$ cat src/rtl/call_return_ctrl_pkg.sv
// call_return_ctrl_pkg: shared FSM encoding and stack constants for the return-address stack controller.
package call_return_ctrl_pkg;
  typedef enum logic [2:0] {S_IDLE, S_PUSH, S_POP, S_WAIT, S_REDIR} state_t;
  localparam int RAS_DEPTH = 4;
  localparam logic [4:0] RAS_MARK = 5'b11110;
endpackage

$ cat src/rtl/call_return_ctrl_depth_counter.sv
// depth_counter: saturating up/down counter over 0..DEPTH with full and empty flags.
module depth_counter #(
  parameter int DEPTH = 4,
  parameter int W = 3
) (
  input  logic         clk,
  input  logic         rst_n,
  input  logic         i_inc,
  input  logic         i_dec,
  output logic [W-1:0] o_count,
  output logic         o_full,
  output logic         o_empty
);
  localparam logic [W-1:0] MAX = W'(DEPTH);
  logic [W-1:0] r_count;
  always_ff @(posedge clk or negedge rst_n) begin
    if (!rst_n) r_count <= '0;
    else if (i_inc && !o_full) r_count <= r_count + 1'b1;
    else if (i_dec && !o_empty) r_count <= r_count - 1'b1;
  end
  assign o_count = r_count;
  assign o_full  = r_count == MAX;
  assign o_empty = r_count == '0;
endmodule

$ cat src/rtl/call_return_ctrl.sv
// call_return_ctrl: drives return-address stack push/pop codes and issues the PC redirect on returns.
module call_return_ctrl
  import call_return_ctrl_pkg::*;
#(
  parameter int N = 32,
  parameter int DEPTH = RAS_DEPTH,
  parameter logic [4:0] MARK = RAS_MARK
) (
  input  logic         CLK,
  input  logic         RST,
  input  logic         Call,
  input  logic         Ret,
  input  logic [N-1:0] PC,
  input  logic [N-1:0] FallbackAddr,
  input  logic [N-1:0] StackData,
  output logic [4:0]   Push,
  output logic [4:0]   Pop,
  output logic [N-1:0] StackIn,
  output logic         Redirect,
  output logic [N-1:0] RedirectAddr,
  output logic         Stall,
  output logic [2:0]   Depth,
  output logic         Underflow,
  output logic         Overflow
);
  state_t       r_state;
  logic [4:0]   r_push, r_pop;
  logic [N-1:0] r_stack_in, r_redirect_addr;
  logic         r_redirect, r_stall, r_underflow, r_overflow, r_from_pop;
  logic         w_full, w_empty, w_inc, w_dec;
  logic [2:0]   w_depth;
  // Depth moves on the edge that leaves PUSH, or REDIR when it was reached through a real pop.
  assign w_inc = r_state == S_PUSH;
  assign w_dec = r_state == S_REDIR && r_from_pop;
  depth_counter #(.DEPTH(DEPTH), .W(3)) u_depth (
    .clk(CLK), .rst_n(RST), .i_inc(w_inc), .i_dec(w_dec),
    .o_count(w_depth), .o_full(w_full), .o_empty(w_empty)
  );
  always_ff @(posedge CLK or negedge RST) begin
    if (!RST) begin
      r_state         <= S_IDLE;
      r_push          <= '0;
      r_pop           <= '0;
      r_stack_in      <= '0;
      r_redirect      <= 1'b0;
      r_redirect_addr <= '0;
      r_stall         <= 1'b0;
      r_underflow     <= 1'b0;
      r_overflow      <= 1'b0;
      r_from_pop      <= 1'b0;
    end else begin
      case (r_state)
        S_IDLE: begin
          if (Call) begin
            r_state    <= S_PUSH;
            r_push     <= MARK;
            r_stack_in <= PC;
            r_stall    <= 1'b1;
            r_overflow <= w_full;
          end else if (Ret && !w_empty) begin
            r_state    <= S_POP;
            r_pop      <= MARK;
            r_stall    <= 1'b1;
            r_from_pop <= 1'b1;
          end else if (Ret) begin
            r_state         <= S_REDIR;
            r_redirect      <= 1'b1;
            r_redirect_addr <= FallbackAddr;
            r_underflow     <= 1'b1;
            r_stall         <= 1'b1;
            r_from_pop      <= 1'b0;
          end
        end
        S_PUSH: begin
          r_state    <= S_IDLE;
          r_push     <= '0;
          r_stack_in <= '0;
          r_stall    <= 1'b0;
          r_overflow <= 1'b0;
        end
        S_POP: begin
          r_state <= S_WAIT;
          r_pop   <= '0;
        end
        S_WAIT: begin
          r_state         <= S_REDIR;
          r_redirect      <= 1'b1;
          r_redirect_addr <= StackData;
        end
        S_REDIR: begin
          r_state     <= S_IDLE;
          r_redirect  <= 1'b0;
          r_underflow <= 1'b0;
          r_stall     <= 1'b0;
          r_from_pop  <= 1'b0;
        end
        default: r_state <= S_IDLE;
      endcase
    end
  end
  assign Push         = r_push;
  assign Pop          = r_pop;
  assign StackIn      = r_stack_in;
  assign Redirect     = r_redirect;
  assign RedirectAddr = r_redirect_addr;
  assign Stall        = r_stall;
  assign Depth        = w_depth;
  assign Underflow    = r_underflow;
  assign Overflow     = r_overflow;
endmodule
$ cat config.mk
export PLATFORM = sky130hd
export DESIGN_NAME = call_return_ctrl
export DESIGN_NICKNAME = d
export VERILOG_FILES = /design/src/rtl/call_return_ctrl_pkg.sv /design/src/rtl/call_return_ctrl_depth_counter.sv /design/src/rtl/call_return_ctrl.sv
export SDC_FILE = /design/constraint.sdc
export NUM_CORES = 1
export LEC_CHECK = 0
export ABC_AREA = 0
export BUFFER_PORTS_ARGS = -buffer_cell sky130_fd_sc_hd__buf_2
export CAP_MARGIN = 20
export CORE_MARGIN = 3
export CORE_UTILIZATION = 49
export CTS_CLUSTER_SIZE = 14
export DETAILED_ROUTE_END_ITERATION = 6
export PLACE_DENSITY_LB_ADDON = 0.3
export SYNTH_ARGS = -nofsm -noshare
export SYNTH_HDL_FRONTEND = slang
export SYNTH_HIERARCHICAL = 1
export SYNTH_SLANG_ARGS = --single-unit
$ cat constraint.sdc
create_clock -name CLK -period 5.6 [get_ports CLK]
set_input_delay 0.84 -clock CLK [delete_from_list [all_inputs] [get_ports CLK]]
set_output_delay 0.84 -clock CLK [all_outputs]
set_load 0.05 [all_outputs]
==> results of run 1 <==
-- cell usage after synthesis (all sizes together) (2+ instances only) --
library cell / count
a21oi: 6
a22o: 34
a22oi: 2
buf: 18
clkbuf: 6
dfrtp: 77
inv: 2
mux2: 65
nand2b: 2
nor2: 6
nor2b: 2
nor3b: 3
o21a: 2
o21ai: 7
o21bai: 2
-- state kept, by name, indices dropped and copies added (netlist names) --
register	flops
Overflow	1
Pop	1
Push	1
Redirect	1
RedirectAddr	32
StackIn	32
Stall	1
Underflow	1
r_from_pop	1
r_state	3
u_depth/o_count	3
-- layer usage --
metal  GRT usage  up-vias  wire length, um
li1            -     1252                -
met1      0.2488     1220             3244
met2      0.3143      141             3661
met3     0.05272       12              696
met4     0.08673        0              135
met5           0        -                0
-- critical path, delay by kind of cell, from the launching register on --
family	cells	cell delay, ns
AOI/OAI and AO/OA	1	0.77
DFF	1	0.48
muxes	1	0.42
and+or+nand+nor	2	0.92
-- cell type report --
type                       instances  area (um2)
clock buffer                       9       123.9
clock inverter                     7       90.09
fill                             548        2238
inverter                           2       7.507
multi-input combinational        149        1389
sequential                        77        1927
tap                               96       120.1
timing repair buffer             181       935.9
-- how the worst max path moves through the flow --
| stage | startpoint | end | slack (ns) | depth (start not counted) |
|---|---|---|---|---|
| final | u_depth/o_count[2] | RedirectAddr[19] | 2.88 | 4 |
| after global routing | u_depth/o_count[0] | RedirectAddr[31] | 2.70 | 4 |
| after CTS | u_depth/o_count[0] | RedirectAddr[13] | 2.87 | 4 |
| after detailed placement | u_depth/o_count[2] | RedirectAddr[18] | 2.88 | 4 |
| after global placement | u_depth/o_count[2] | RedirectAddr[5] | 2.94 | 4 |
| after floorplan | u_depth/o_count[2] | RedirectAddr[10] | 3.19 | 6 |
-- stage by stage --
stage	worst slack (ns)	utilization	cell area, um2	instances	hold WS [ns]
finish	2.878	0.6723	4593	521	0.4938
global route	2.702	0.6723	4593	521	0.5172
CTS	2.865	0.6723	4593	521	0.4955
detailed placement	2.878	0.6410	4379	505	0.4768
global placement	2.936	0.6370	4352	504	0.4737
floorplan	3.187	-	3481	252	0.4876
-- cells by family (layout without fill, tap and decap cells) --
| logic type | after synthesis | in the layout | synth area share |
|---|---|---|---|
| other | 1 | 2 | 0.001078 |
| xor gates and xnor gates | 1 | 1 | 0.002519 |
| DFF | 77 | 77 | 0.5542 |
| AOI/OAI and AO/OA | 58 | 58 | 0.1335 |
| buffers and inverters | 26 | 199 | 0.04822 |
| muxes | 65 | 65 | 0.2105 |
| and+or+nand+nor | 22 | 22 | 0.04426 |
| adders and majority gates | 1 | 1 | 0.005758 |
==> impl_metrics.csv, run 1 <==
group,metric,value,unit
finish,drive_above_1_share,0.6282,
timing,worst_slew_pin_slew,0.9903,ns
floorplanning,placementRows,30,
floorplanning,core_area,6832,um2
worst_hold_path,hold_path_end,"StackIn[8]",
worst_hold_path,hold_class,"flip-flop to flip-flop",
timing,finalSetupViolations,0,
detailed_routing,remaining_drc_errors,0,
placement,globalplace.congestion,0.8032,
placement,io_buffers,178,
timing,slew_violations,0,
placement,hpwl,5.675,mm
detailed_routing,routedWlPerCell,14.85,um
global_route,grt_pass1_vias,2719,
yosys,yosys.area.top_type_share,0.5542,
worst_setup_path,cpMaxStageDelayCell,"o21ai_4",
worst_setup_path,cp.required,5.82,ns
global_route,grt_pass1_wl,12.94,mm
timing,min_period,2.722,ns
floorplanning,dieArea,8143,um2
finish,num_antenna_cells,0,
worst_setup_path,slowest_delay,0.77,ns
yosys,synth_area_per_cell,13.85,um2
cts,cts_root_buf,"clkbuf_8",
finish,final_cell_mix,"buf_2 (177), dfrtp_1 (77), mux2_2 (64)",
yosys,synth.area.top_cells,"dfrtp_1 (55%), mux2_2 (21%), a22o_1 (8.6%)",
yosys,netlist_area,3477,um2
cts,postCtsSetupRepairBufs,0,
floorplanning,die_w,90.24,um
outcome,status,"finished clean",
timing,rsz0062_at_grt,"no",
cts,clockBufferDepth,2,
timing,worst_clock_skew,0.008904,ns
yosys,ys_warn_count,6,
worst_setup_path,rrSetupSlack,2.88,ns
timing,finalHoldViolations,0,
worst_setup_path,crit_path_start_kind,"flip-flop",
cts,clk-insertion-delay-late,0.33,ns
finish,nNetsFinal,521,
yosys,seq_area_frac_synth,0.5542,
cts,tritoncts,"done",
yosys,yosysTopAreaCell,"dfrtp_1",
worst_setup_path,worst_r2r_startpoint,"u_depth/o_count[2]",
yosys,synth_cell_types,36,
finish,layout_commonest_cell,"buf_2",
yosys,yosys_register_bits,77,
yosys,ys.flop_type,"dfrtp_1",
yosys,synth_edf_count,0,
detailed_routing,drtIter0Drc,100,
timing,tns,0,ns
timing,maxSlewHeadroom,0.3373,
global_route,grt_max_degree,78,
worst_hold_path,min_path_cells,1,
floorplanning,die_height,90.24,um
cts,htreeDepth,3,
global_route,grtUsageTotal,0.1956,
yosys,async_flop_share,1.000,
timing,clock.fmax,367.4,MHz
cts,cts_hold_buf,0,
detailed_routing,totalWireLength,7.737,mm
global_route,grt.overflow.total,0,
detailed_routing,postRouteAntennaNets,0,
cts,cts_resized,0,
detailed_routing,firstDrtPassIters,4,
cts,clk_pin_slew,0.08,ns
worst_setup_path,critPathCaptureType,"flip-flop",
global_route,antenna_found_initial,0,
detailed_routing,viasPerCell,5.038,
worst_setup_path,crit_fanout,33,
timing,fin_crit_sh,0.4861,
worst_setup_path,path_cells,"nor3_1, or4b_4, o21ai_4, mux2_2",
cts,cts_buffers,9,
yosys,syn_inst,251,
floorplanning,io_pins,181,
worst_hold_path,min_from,"StackIn[8]",
detailed_routing,via_count,2625,
cts,cts_sinks,77,
run,max-cap-violations,0,
finish,syn2layout_area_growth,32.10,%
worst_setup_path,worstReg2RegEnd,"RedirectAddr[19]",
worst_setup_path,cp_data_arrival_time,2.94,ns
worst_setup_path,path_class,"flip-flop to flip-flop",
worst_setup_path,reg2regPathDepth,4,
floorplanning,start_util,0.5090,
Power of run 1 is left out: the tool's default activity adds up to more than one toggle a clock period on the data nets, which glitch-free logic cannot reach.
==> inputs of run 2 (changes only) <==
CORE_UTILIZATION = 41   (was 49)
clock period = 2.4 ns   (was 5.6 ns; I/O delays follow)
==> impl_metrics.csv, run 2 (synthesis gave the netlist of run 1 again) <==
group,metric,value,unit
detailed_routing,drtIter0Drc,52,
floorplanning,start_util,0.4364,
detailed_routing,viasPerCell,5.006,
outcome,status,"finished clean",
worst_hold_path,hold_class,"input pin to flip-flop",
worst_setup_path,worst_r2r_startpoint,"u_depth/o_count[0]",
cts,cts_buffers,9,
cts,cts_resized,0,
run,max-cap-violations,0,
floorplanning,io_pins,181,
cts,clk_pin_slew,0.08,ns
cts,cts_sinks,77,
cts,cts_hold_buf,1,
timing,clock.fmax,476.2,MHz
finish,drive_above_1_share,0.6343,
global_route,grt_pass1_vias,2635,
floorplanning,dieArea,9622,um2
worst_setup_path,crit_fanout,32,
timing,slew_violations,0,
cts,htreeDepth,3,
detailed_routing,totalWireLength,7.964,mm
floorplanning,core_area,7968,um2
worst_setup_path,cp.required,2.62,ns
cts,clk-insertion-delay-late,0.34,ns
worst_setup_path,cp_data_arrival_time,2.32,ns
worst_setup_path,critPathCaptureType,"flip-flop",
worst_setup_path,worstReg2RegEnd,"RedirectAddr[23]",
floorplanning,die_height,98.09,um
timing,min_period,2.100,ns
timing,fin_crit_sh,0.8750,
placement,hpwl,5.995,mm
floorplanning,placementRows,32,
worst_setup_path,rrSetupSlack,0.30,ns
detailed_routing,firstDrtPassIters,4,
placement,globalplace.congestion,0.8414,
cts,tritoncts,"done",
timing,tns,0,ns
finish,fin_cells,534,
placement,dp.cells,517,
detailed_routing,postRouteAntennaNets,0,
cts,postCtsSetupRepairBufs,0,
global_route,grtUsageTotal,0.1679,
worst_setup_path,crit_path_start_kind,"flip-flop",
detailed_routing,via_count,2673,
worst_setup_path,reg2regPathDepth,5,
global_route,grt_max_degree,44,
timing,finalSetupViolations,0,
worst_setup_path,path_class,"flip-flop to flip-flop",
timing,finalHoldViolations,0,
cts,clockBufferDepth,2,
finish,syn2layout_area_growth,33.39,%
global_route,grt_pass1_wl,12.88,mm
placement,io_buffers,178,
worst_setup_path,crit_end,"RedirectAddr[23]",
finish,final_cell_mix,"buf_2 (177), dfrtp_1 (76), mux2_2 (64)",
finish,layout_commonest_cell,"buf_2",
finish,nNetsFinal,528,
detailed_routing,remaining_drc_errors,0,
global_route,grt.overflow.total,0,
timing,rsz0062_at_grt,"no",
global_route,antenna_found_initial,0,
cts,cts_root_buf,"clkbuf_8",
detailed_routing,routedWlPerCell,14.91,um
worst_setup_path,crit_start,"u_depth/o_count[0]",
timing,worst_clock_skew,0.009970,ns
floorplanning,die_w,98.09,um
finish,num_antenna_cells,0,
==> run 2: stage by stage <==
stage / hold WS [ns] / setup WS (ns) / area [um2] / utilization
final: 0.2389 / 0.2999 / 4638 / 0.5821
after global routing: 0.2177 / 0.1864 / 4638 / 0.5821
after CTS: 0.2173 / 0.2816 / 4638 / 0.5821
after detailed placement: 0.3449 / 0.2937 / 4438 / 0.5570
after global placement: 0.3349 / 0.3438 / 4438 / 0.5570
after floorplan: 0.06441 / 0.05881 / 3482 / -
==> run 2: worst min path at each step <==
stage                 from         endpoint  cells after the start
global route        PC[10]      StackIn[10]                      2
finish               PC[6]       StackIn[6]                      2
global placement       RST  RedirectAddr[0]                      1
detailed placement     RST  RedirectAddr[0]                      1
CTS                  PC[6]       StackIn[6]                      2
floorplan              RST         Overflow                      0
==> run 2: critical path, cell delays in order (launching register included) <==
cell	delay [ns]
dfrtp_1	0.47
nor3_1	0.25
or4b_4	0.50
o21ai_4	0.17
buf_12	0.22
mux2_2	0.35
==> run 2: cell type report <==
cell class / count / area, um2
Clock inverter: 7 / 66.31
Clock buffer: 9 / 123.9
Timing Repair Buffer: 188 / 996.0
Multi-Input combinational cell: 149 / 1389
Sequential cell: 77 / 1928
Fill cell: 700 / 3329
Inverter: 2 / 7.507
Tap cell: 102 / 127.6
==> run 2: routing by layer <==
metal | part of all wire | vias to the layer above | track usage | wire length [um]
li1 | - | 1268 | - | -
met4 | 0.018 | 0 | 0.07774 | 144
met3 | 0.11 | 11 | 0.05357 | 851
met5 | 0 | - | 0 | 0
met1 | 0.42 | 1252 | 0.2133 | 3321
met2 | 0.46 | 142 | 0.2618 | 3647
Power of run 2 is left out for the same reason.
==> inputs of run 3 (changes only) <==
ABC_AREA = 1   (was 0)
CORE_UTILIZATION = 42   (was 41)
==> impl_metrics.csv, run 3 <==
group,metric,value,unit
pwr,vdd_drop_max,710.3,uV
timing,rsz0062_at_grt,"no",
worst_setup_path,slowest_delay,0.46,ns
yosys,syn_inst,474,
finish,multi_input_area,1445,um2
timing,finalSetupViolations,0,
detailed_routing,totalWireLength,9.072,mm
cts,clk_pin_slew,0.08,ns
worst_setup_path,path_cells,"nor3_2, inv_1, nand2_1, nand3_1, nand2_2, buf_4, nand3_1, nand2_1",
timing,tns,0,ns
finish,syn2layout_area_growth,27.96,%
placement,globalplace.congestion,0.8610,
global_route,grt.overflow.total,0,
worst_setup_path,crit_family,"simple AND/OR/NAND/NOR gates",
yosys,synth_edf_count,0,
detailed_routing,firstDrtPassIters,4,
yosys,netlist_area,3800,um2
worst_setup_path,cp.required,2.68,ns
yosys,yosys_register_bits,77,
timing,maxSlewHeadroom,0.6309,
yosys,synth.area.mux_share,0,
floorplanning,die_w,101.1,um
cts,htreeDepth,3,
global_route,grt_pass1_wl,14.95,mm
timing,slew_violations,0,
timing,fin_crit_sh,0.7030,
timing,worst_slew_pin_slew,0.5529,ns
worst_setup_path,cpMaxStageDelayCell,"dfrtp_1",
cts,tritoncts,"done",
yosys,ys.flop_type,"dfrtp_1",
detailed_routing,postRouteAntennaNets,0,
detailed_routing,via_count,3538,
detailed_routing,remaining_drc_errors,0,
finish,fillerInstances,823,
finish,num_antenna_cells,0,
cts,cts_root_buf,"clkbuf_8",
worst_setup_path,rrSetupSlack,0.71,ns
cts,cts_resized,0,
worst_hold_path,min_from,"PC[12]",
finish,final_cell_area,4862,um2
worst_setup_path,worstReg2RegEnd,"RedirectAddr[7]",
floorplanning,dieArea,10220,um2
floorplanning,start_util,0.4336,
worst_hold_path,min_path_cells,3,
cts,cts_buffers,9,
global_route,grt_pass1_vias,3211,
floorplanning,core_area,8763,um2
timing,finalHoldViolations,0,
floorplanning,io_pins,181,
finish,final_cell_mix,"nand2_1 (181), buf_2 (177), dfrtp_1 (77)",
global_route,antenna_found_initial,0,
pwr,powerDensity,1640,nW/um2
yosys,ys_warn_count,6,
cts,cts_sinks,77,
yosys,synth_area_per_cell,8.017,um2
worst_setup_path,worst_r2r_startpoint,"u_depth/o_count[0]",
cts,clk-insertion-delay-late,0.34,ns
yosys,synth.area.top_cells,"dfrtp_1 (51%), nand2_1 (18%), nand3_1 (9.4%)",
finish,regArea,1927,um2
yosys,ys_top_cells_by_count,"nand2_1 (181), dfrtp_1 (77), nand3_1 (71)",
outcome,status,"finished clean",
worst_setup_path,crit_path_start_kind,"flip-flop",
run,max-cap-violations,0,
yosys,synth-simple-area-share,0.3095,
yosys,async_flop_share,1.000,
placement,io_buffers,178,
detailed_routing,drtIter0Drc,121,
cts,clockBufferDepth,2,
yosys,yosysMostFrequentCell,"nand2_1",
yosys,synth_xor_area_frac,0.002305,
worst_setup_path,cp_data_arrival_time,1.97,ns
timing,min_period,1.687,ns
worst_setup_path,reg2regPathDepth,8,
worst_setup_path,path_class,"flip-flop to flip-flop",
pwr,finalPower,7.972,mW
floorplanning,die_height,101.1,um
worst_hold_path,hold_path_end,"StackIn[12]",
yosys,synth_top_family_by_area,"simple AND/OR/NAND/NOR gates",
yosys,yosys.area.top_type_share,0.5071,
yosys,synth_compound_area_frac,0.06124,
finish,drive_above_1_share,0.3406,
detailed_routing,routedWlPerCell,12.08,um
yosys,synth_cell_types,26,
cts,postCtsSetupRepairBufs,0,
yosys,yosysTopAreaCell,"dfrtp_1",
yosys,synth_adder_area_share,0.005268,
worst_hold_path,hold_class,"input pin to flip-flop",
floorplanning,placementRows,34,
pwr,p_leak,2.975,nW
yosys,seq_area_frac_synth,0.5071,
worst_setup_path,cp.buffers_inverters,2,
global_route,grt_max_degree,65,
placement,placed_area,4638,um2
timing,worst_clock_skew,0.009765,ns
worst_setup_path,critPathCaptureType,"flip-flop",
finish,nNetsFinal,739,
placement,hpwl,6.658,mm
finish,layout_commonest_cell,"nand2_1",
cts,cts_hold_buf,1,
detailed_routing,viasPerCell,4.711,
worst_setup_path,crit_fanout,32,
global_route,grtUsageTotal,0.1823,
timing,clock.fmax,592.7,MHz
-- run 3: cell types whose count changed after synthesis, moves of 5 or more --
cell	previous run	this run
inv_1	2	44
mux2_2	64	0
nand2_1	0	181
a22o_1	34	0
clkbuf_1	6	1
o21ai_0	6	25
buf_4	9	15
nand3_1	1	71
o21ai_1	0	12
-- run 3: logic make-up (layout without fill, tap and decap cells) --
group / count (synthesis) / in the layout
adders and majority gates: 1 / 1
other: 1 / 2
and+or+nand+nor: 270 / 270
DFF: 77 / 77
AOI/OAI and AO/OA: 43 / 43
buffers and inverters: 81 / 249
xor gates and xnor gates: 1 / 1
-- run 3: cell type report --
type	count	share of cell area
repair buffers	185	0.1976
flip-flops and latches	77	0.3963
clock buffers	9	0.02548
well taps	108	0.02779
inverters	48	0.03706
clock inverters	7	0.01853
multi-input cells	317	0.2972
-- run 3: where the power goes --
group | switching (mW) | internal [mW]
Combinational | 3.61 | 1.07
Clock | 0.464 | 0.580
Sequential | 0.371 | 1.88
Total | 4.44 | 3.53
-- run 3: how the worst max path moves through the flow --
| stage | to | slack [ns] | from | cells past startpoint |
|---|---|---|---|---|
| floorplan | u_depth/o_count[2] | 0.59 | r_state[2] | 10 |
| global route | RedirectAddr[15] | 0.50 | u_depth/o_count[2] | 8 |
| detailed placement | RedirectAddr[7] | 0.72 | u_depth/o_count[0] | 8 |
| finish | RedirectAddr[7] | 0.71 | u_depth/o_count[0] | 8 |
| CTS | RedirectAddr[6] | 0.71 | u_depth/o_count[0] | 8 |
| global placement | RedirectAddr[17] | 0.80 | u_depth/o_count[0] | 8 |
-- run 3: metal layers --
| metal | vias up | routed length (um) | track usage |
|---|---|---|---|
| met3 | 9 | 897 | 0.05260 |
| met1 | 1575 | 3935 | 0.2392 |
| met2 | 156 | 4142 | 0.2862 |
| li1 | 1798 | - | - |
| met4 | 0 | 96 | 0.07055 |
| met5 | - | 0 | 0 |
-- run 3: metrics by stage --
step	instances	util	hold WS, ns	worst slack (ns)
after floorplan	475	-	0.06441	0.5934
after global placement	734	0.5293	0.3391	0.7967
after global routing	751	0.5548	0.2007	0.4965
after CTS	751	0.5548	0.1959	0.7102
after detailed placement	734	0.5293	0.3502	0.7221
final	751	0.5548	0.2162	0.7127
-- run 3: worst register-to-register path, cell delays in order (launching register included) --
cell and delay [ns]:
dfrtp_1 0.46, nor3_2 0.28, inv_1 0.07, nand2_1 0.06, nand3_1 0.10, nand2_2 0.11
buf_4 0.32, nand3_1 0.15, nand2_1 0.09
Note: power is estimated with default switching activity, not from simulation.
